**config.mk**
```make
export PLATFORM = sky130hd
export DESIGN_NAME = chi_lite_dir_ctrl
export DESIGN_NICKNAME = d
export VERILOG_FILES = /design/src/rtl/chi_lite_dir_ctrl.sv
export SDC_FILE = /design/constraint.sdc
export NUM_CORES = 1
export LEC_CHECK = 0
export CAP_MARGIN = 20
export CORE_AREA = 3 3 177 179
export CTS_CLUSTER_SIZE = 8
export DETAILED_ROUTE_END_ITERATION = 16
export DIE_AREA = 0 0 180 182
export PLACE_DENSITY = 0.93
export SLEW_MARGIN = 20
export SYNTH_ARGS = -nofsm -noshare
export SYNTH_HDL_FRONTEND = slang
export SYNTH_SLANG_ARGS = --single-unit
```
**constraint.sdc**
```tcl
create_clock -name clk -period 12.9 [get_ports clk]
set_input_delay 1.29 -clock clk [delete_from_list [all_inputs] [get_ports clk]]
set_output_delay 1.29 -clock clk [all_outputs]
set_load 0.03 [all_outputs]
```
**src/rtl/chi_lite_dir_ctrl.sv**
```systemverilog
`default_nettype none
// ---------------------------------------------------------------------------
// chi_lite_dir_ctrl : one-transaction-at-a-time coherence directory controller
// Rev 1.0
// ---------------------------------------------------------------------------
module chi_lite_dir_ctrl #(
  parameter int NREQ  = 4,
  parameter int LINES = 1024
) (
  input  logic                clk,
  input  logic                rst_n,
  input  logic [NREQ-1:0]     req_valid,
  output logic [NREQ-1:0]     req_ready,
  input  logic [2*NREQ-1:0]   req_op,
  input  logic [32*NREQ-1:0]  req_index,
  output logic                dir_rd_en,
  output logic                dir_wr_en,
  output logic [31:0]         dir_index,
  output logic [7:0]          dir_state_wr,
  output logic [63:0]         dir_sharers_wr,
  input  logic [7:0]          dir_state_rd,
  input  logic [63:0]         dir_sharers_rd,
  output logic                snp_valid,
  input  logic                snp_ready,
  output logic [63:0]         snp_mask,
  output logic [31:0]         snp_index,
  input  logic                snp_ack,
  output logic                rsp_valid,
  input  logic                rsp_ready,
  output logic [5:0]          rsp_id,
  output logic [7:0]          rsp_state,
  output logic                rsp_err,
  output logic                busy,
  output logic                err_ack
);

  typedef enum logic [2:0] {
    ST_IDLE, ST_LOOKUP, ST_SNOOP, ST_WAIT_ACK, ST_UPDATE, ST_RESP
  } state_t;

  localparam logic [1:0] DIR_I = 2'd0;
  localparam logic [1:0] DIR_S = 2'd1;
  localparam logic [1:0] DIR_U = 2'd2;
  localparam logic [1:0] OP_RS = 2'd0;
  localparam logic [1:0] OP_RU = 2'd1;
  localparam logic [NREQ-1:0] ONE_HOT0 = NREQ'(1);

  state_t      state_q, state_d;
  logic [5:0]  ptr_q, ptr_d;
  logic [5:0]  gid_q, gid_d;
  logic [1:0]  op_q, op_d;
  logic [31:0] idx_q, idx_d;
  logic [1:0]  dst_q, dst_d;
  logic [63:0] dsh_q, dsh_d;
  logic [63:0] victim_q, victim_d;
  logic [6:0]  cnt_q, cnt_d;
  logic        err_q, err_d;
  logic [7:0]  rsp_state_q, rsp_state_d;
  logic        err_ack_q, err_ack_d;

  logic        gnt_found;
  logic [5:0]  gnt_id;
  logic [5:0]  ptr_nxt;
  logic        oob;
  logic [1:0]  rd_st;
  logic [63:0] bit_g;
  logic [63:0] victim_lk;
  logic [6:0]  pop;
  logic [1:0]  new_st;
  logic [63:0] new_sh;

  // Round-robin search starting at ptr_q, wrapping modulo NREQ.
  always_comb begin
    int j;
    j         = 0;
    gnt_found = 1'b0;
    gnt_id    = '0;
    for (int k = 0; k < NREQ; k++) begin
      j = int'(ptr_q) + k;
      if (j >= NREQ) j = j - NREQ;
      if (!gnt_found && req_valid[j]) begin
        gnt_found = 1'b1;
        gnt_id    = 6'(j);
      end
    end
    ptr_nxt = (int'(gnt_id) + 1 >= NREQ) ? 6'd0 : gnt_id + 6'd1;
  end

  assign oob   = (idx_q >= 32'(LINES));
  assign rd_st = (dir_state_rd > 8'd2) ? DIR_U : dir_state_rd[1:0];
  assign bit_g = 64'd1 << gid_q;

  always_comb begin
    victim_lk = '0;
    case (op_q)
      OP_RS:   victim_lk = (rd_st == DIR_U) ? (dir_sharers_rd & ~bit_g) : 64'd0;
      OP_RU:   victim_lk = dir_sharers_rd & ~bit_g;
      default: victim_lk = '0;
    endcase
  end

  always_comb begin
    pop = '0;
    for (int k = 0; k < 64; k++) pop = pop + 7'(victim_q[k]);
  end

  always_comb begin
    new_st = DIR_I;
    new_sh = '0;
    case (op_q)
      OP_RS: begin
        new_st = DIR_S;
        new_sh = (dsh_q & ~victim_q) | bit_g;
      end
      OP_RU: begin
        new_st = DIR_U;
        new_sh = bit_g;
      end
      default: begin
        new_sh = dsh_q & ~bit_g;
        new_st = (new_sh == 64'd0) ? DIR_I : dst_q;
      end
    endcase
  end

  always_comb begin
    state_d     = state_q;
    ptr_d       = ptr_q;
    gid_d       = gid_q;
    op_d        = op_q;
    idx_d       = idx_q;
    dst_d       = dst_q;
    dsh_d       = dsh_q;
    victim_d    = victim_q;
    cnt_d       = cnt_q;
    err_d       = err_q;
    rsp_state_d = rsp_state_q;
    // Any ack that is not consuming an outstanding count is a protocol error.
    err_ack_d   = err_ack_q | (snp_ack & ~((state_q == ST_WAIT_ACK) && (cnt_q != 7'd0)));
    case (state_q)
      ST_IDLE: begin
        if (gnt_found) begin
          gid_d   = gnt_id;
          op_d    = req_op[2*gnt_id +: 2];
          idx_d   = req_index[32*gnt_id +: 32];
          ptr_d   = ptr_nxt;
          err_d   = 1'b0;
          state_d = ST_LOOKUP;
        end
      end
      ST_LOOKUP: begin
        if (oob) begin
          err_d       = 1'b1;
          rsp_state_d = 8'd0;
          state_d     = ST_RESP;
        end else begin
          dst_d    = rd_st;
          dsh_d    = dir_sharers_rd;
          victim_d = victim_lk;
          state_d  = (victim_lk != 64'd0) ? ST_SNOOP : ST_UPDATE;
        end
      end
      ST_SNOOP: begin
        if (snp_ready) begin
          cnt_d   = pop;
          state_d = ST_WAIT_ACK;
        end
      end
      ST_WAIT_ACK: begin
        if (snp_ack && (cnt_q != 7'd0)) begin
          cnt_d = cnt_q - 7'd1;
          if (cnt_q == 7'd1) state_d = ST_UPDATE;
        end
      end
      ST_UPDATE: begin
        rsp_state_d = {6'd0, new_st};
        state_d     = ST_RESP;
      end
      ST_RESP: begin
        if (rsp_ready) state_d = ST_IDLE;
      end
      default: state_d = ST_IDLE;
    endcase
  end

  always_ff @(posedge clk or negedge rst_n) begin
    if (!rst_n) begin
      state_q     <= ST_IDLE;
      ptr_q       <= '0;
      gid_q       <= '0;
      op_q        <= '0;
      idx_q       <= '0;
      dst_q       <= '0;
      dsh_q       <= '0;
      victim_q    <= '0;
      cnt_q       <= '0;
      err_q       <= 1'b0;
      rsp_state_q <= '0;
      err_ack_q   <= 1'b0;
    end else begin
      state_q     <= state_d;
      ptr_q       <= ptr_d;
      gid_q       <= gid_d;
      op_q        <= op_d;
      idx_q       <= idx_d;
      dst_q       <= dst_d;
      dsh_q       <= dsh_d;
      victim_q    <= victim_d;
      cnt_q       <= cnt_d;
      err_q       <= err_d;
      rsp_state_q <= rsp_state_d;
      err_ack_q   <= err_ack_d;
    end
  end

  // The grant is a same-cycle handshake, so it is masked while reset is held.
  assign req_ready      = (rst_n && (state_q == ST_IDLE) && gnt_found) ? (ONE_HOT0 << gnt_id) : '0;
  assign dir_rd_en      = (state_q == ST_LOOKUP) && !oob;
  assign dir_wr_en      = (state_q == ST_UPDATE);
  assign dir_index      = (dir_rd_en || dir_wr_en) ? idx_q : 32'd0;
  assign dir_state_wr   = dir_wr_en ? {6'd0, new_st} : 8'd0;
  assign dir_sharers_wr = dir_wr_en ? new_sh : 64'd0;
  assign snp_valid      = (state_q == ST_SNOOP);
  assign snp_mask       = snp_valid ? victim_q : 64'd0;
  assign snp_index      = snp_valid ? idx_q : 32'd0;
  assign rsp_valid      = (state_q == ST_RESP);
  assign rsp_id         = rsp_valid ? gid_q : 6'd0;
  assign rsp_state      = rsp_valid ? rsp_state_q : 8'd0;
  assign rsp_err        = rsp_valid & err_q;
  assign busy           = (state_q != ST_IDLE);
  assign err_ack        = err_ack_q;

endmodule
`default_nettype wire

```
==> out/results.tsv <==
stage	metric	value	unit
outcome	outcome	finished clean	
timing	rsz0062_at_grt	no	
setup_path	cp_max_fo	35	
synthesis	synth_top_area_share	30.22	%
power_and_ir_drop	p_comb_share	79.9	%
floorplanning	dieArea	32760	um2
setup_path	cp.required	11.61	ns
synthesis	synth.mux.area_fraction	6.291	%
layout	layout.nets	2540	
routing	drc	0	
grt	grt_pass1_vias	16950	
run	drv_cap	0	
routing	ant_nets	0	
synthesis	synth_top_family_by_area	simple AND/OR/NAND/NOR gates	
clock_tree	clock_latency	0.45	ns
power_and_ir_drop	seq_power_share	12.7	%
setup_path	worstSetupStartpointType	flip-flop	
placement	hpwl	56340	um
min_path	min_path_type	reg -> reg	
timing	finClkSkew	0.01824	ns
setup_path	endpoint	req_ready[3]	
power_and_ir_drop	peakVddDrop	971.7	uV
clock_tree	cts_max_level	4	
synthesis	yosysWarnings	0	
setup_path	startpoint	ptr_q[1]	
layout	drive_gt1_share	6.809	%
synthesis	yosys.area_share.simple	26.23	%
timing	worst_slew_pin_slew	1.170	ns
floorplanning	die_y	182	um
grt	grt_pass1_wl	107200	um
synthesis	synth_seq_area_share	30.22	%
timing	fin_setup_tns	0	ns
clock_tree	numClockSinks	190	
synthesis	synth_area_leaders	dfrtp_1 (30%), fa_1 (6.9%), nand2_1 (6.6%)	
timing	slew_headroom	21.28	%
timing	fmax	150.7	MHz
floorplanning	core	29720	um2
setup_path	r2r_end	cnt_q[5]	
synthesis	netlist_instances	1909	
power_and_ir_drop	p_per_area	365.7	nW/um2
floorplanning	start_util	52.94	%
synthesis	synth_top_area_cell	dfrtp_1	
clock_tree	cts_root_buf	clkbuf_16	
synthesis	synthAdderAreaFrac	9.656	%
floorplanning	die_w	180	um
power_and_ir_drop	p_sw	4024	uW
setup_path	worst_ep_arrival_time	5.35	ns
layout	final_cell_mix	clkdlybuf4s50_1 (428), nand2_1 (276), nor2_1 (218)	
setup_path	critPathKind	reg -> out	
clock_tree	postCtsHoldBufs	0	
grt	grt_usage	43.35	%
timing	slew_violations	0	
timing	period_minus_slack	6.638	ns
routing	drt_iter0_drc	2702	
routing	wl	73770	um
synthesis	async_reset_ff_share	100.0	%
setup_path	rr_startpoint	victim_q[35]	
layout	fin_cells	2644	
setup_path	reg2reg_slack	6.39	ns
synthesis	synth-edff-count	0	
synthesis	synthXorXnorAreaFrac	1.225	%
synthesis	synth_ff_type	dfrtp_1	
grt	gr-total-overflow	0	
placement	pre_cts_slack	6.394	ns
synthesis	yosys.cell_types.count	86	
synthesis	synth_compound_gate_area_share	18.71	%
synthesis	avgSynthCellArea	8.241	um2
timing	setup_viol	0	
timing	fin_crit_sh	51.46	%
clock_tree	cts_buffers	17	
layout	syn_to_final_growth	31.80	%
grt	antenna_found_initial	8	
setup_path	end_kind	output pin	
routing	vias_per_cell	6.612	
routing	wl_per_cell	27.90	um
routing	vias	17480	
layout	mostFrequentLayoutCell	clkdlybuf4s50_1	
grt	grt_max_degree	93	
routing	first_pass_iters	9	
timing	finalHoldViolCount	0	
synthesis	ys_ff_latch	190	
power_and_ir_drop	p_clk_share	7.4	%
clock_tree	cts_tree	yes	
power_and_ir_drop	switching_share	53.07	%
placement	place_inst	2605	
clock_tree	clk_path_buf_depth	2	
power_and_ir_drop	power_leakage	0.008476	uW
placement	gp_congestion	1.041	
power_and_ir_drop	p_int	3558	uW
min_path	whs_path_depth	2	
floorplanning	rows	63	
clock_tree	path_clk_slew	0.08	ns
clock_tree	postCtsSetupRepairBufs	0	
setup_path	r2r_cells	22	
floorplanning	io_pins	442	
placement	port_buffers	429	
clock_tree	post_cts_resize_count	0	
timing	setup_ws	6.262	ns
synthesis	syn_area	15730	um2
sequential cells by signal, summed over array words and instances, names as in the netlist:
signal	count
err_q	1
err_ack	1
cnt_q	7
state_q	3
ptr_q	6
dsh_q	64
idx_q	32
gid_q	6
victim_q	64
rsp_state_q	2
dst_q	2
op_q	2
through the flow:
stage	hold WS (ns)	total power [uW]	cell area [um2]	utilization (%)
after floorplan	0.4393	5132	15770	-
after global placement	0.4530	6484	20110	67.66
after detailed placement	0.4629	6901	20110	67.66
after CTS	0.4837	7474	20710	69.70
after global routing	0.5005	8122	20730	69.75
final	0.4829	7582	20730	69.77
how the worst min path moves through the flow:
stage              from       end
2_1_floorplan     err_q     err_q
3_3_place_gp      err_q     err_q
3_5_place_dp      err_q     err_q
4_1_cts           err_q     err_q
5_1_grt         err_ack   err_ack
6_report       dst_q[0]  dst_q[0]
routing by layer:
| metal | global-route usage, % | share of wire, % |
|---|---|---|
| met5 | 0 | 0.20 |
| met1 | 49.71 | 32 |
| met3 | 11.18 | 12 |
| met4 | 33.66 | 10 |
| met2 | 69.42 | 45 |
cells in the mapped netlist (6+ instances only):
master,n
fa_1,54
xnor2_1,14
or2_2,8
buf_2,20
buf_4,13
o31ai_1,9
inv_1,124
o32ai_1,9
ha_1,35
buf_1,11
a21oi_1,52
clkbuf_1,109
nor2b_1,43
or4_1,6
o221ai_1,18
a22o_1,38
a32oi_1,10
buf_6,7
or3_1,27
dfrtp_1,190
o2111ai_1,11
o21bai_1,50
o22ai_1,25
nand4_1,43
and2_1,59
and3_1,15
nand2_1,278
mux4_2,38
nand3_1,31
nor4_1,11
nand2b_1,16
nor3_1,25
a31oi_1,53
xor2_1,8
o21ai_0,111
mux2i_1,10
nor2_1,220
kinds of logic after synthesis:
kind of cell | Yosys count
AOI/OAI and AO/OA | 437
xor gates and xnor gates | 22
adders and majority gates | 89
buffers and inverters | 286
DFF | 190
muxes | 51
other | 1
and+or+nand+nor | 833
area by class of cell:
| class | instances | area (um2) |
|---|---|---|
| multi-input cells | 1444 | 9889 |
| fillers | 2336 | 8984 |
| flip-flops and latches | 190 | 4761 |
| repair buffers | 456 | 4501 |
| well taps | 390 | 488.0 |
| inverters | 125 | 470.5 |
| clock buffers | 19 | 452.9 |
| clock inverters | 13 | 153.9 |
| diodes | 7 | 17.52 |
critical path, cell delays in order, from the launching register on:
cell and delay, ns:
dfrtp_1 0.64, inv_1 0.23, ha_1 0.27, a21oi_1 0.23, xnor2_1 0.20, inv_1 0.11, ha_1 0.22, nand2_1 0.09
nand3_1 0.10, and4bb_2 0.36, mux2i_1 0.34, o221ai_2 0.18, a2111oi_4 0.33, buf_4 0.41, nand3_4 0.19, nor2_1 0.26
clkdlybuf4s50_1 0.72
power groups by stage:
stage | registers [uW] | clock network (uW) | logic [uW]
2_1_floorplan | 833 | 0 | 4300
3_3_place_gp | 950 | 0 | 5530
3_5_place_dp | 959 | 0 | 5940
4_1_cts | 948 | 556 | 5970
5_1_grt | 974 | 578 | 6570
6_report | 963 | 559 | 6060
(Power assumes the default switching activity.)
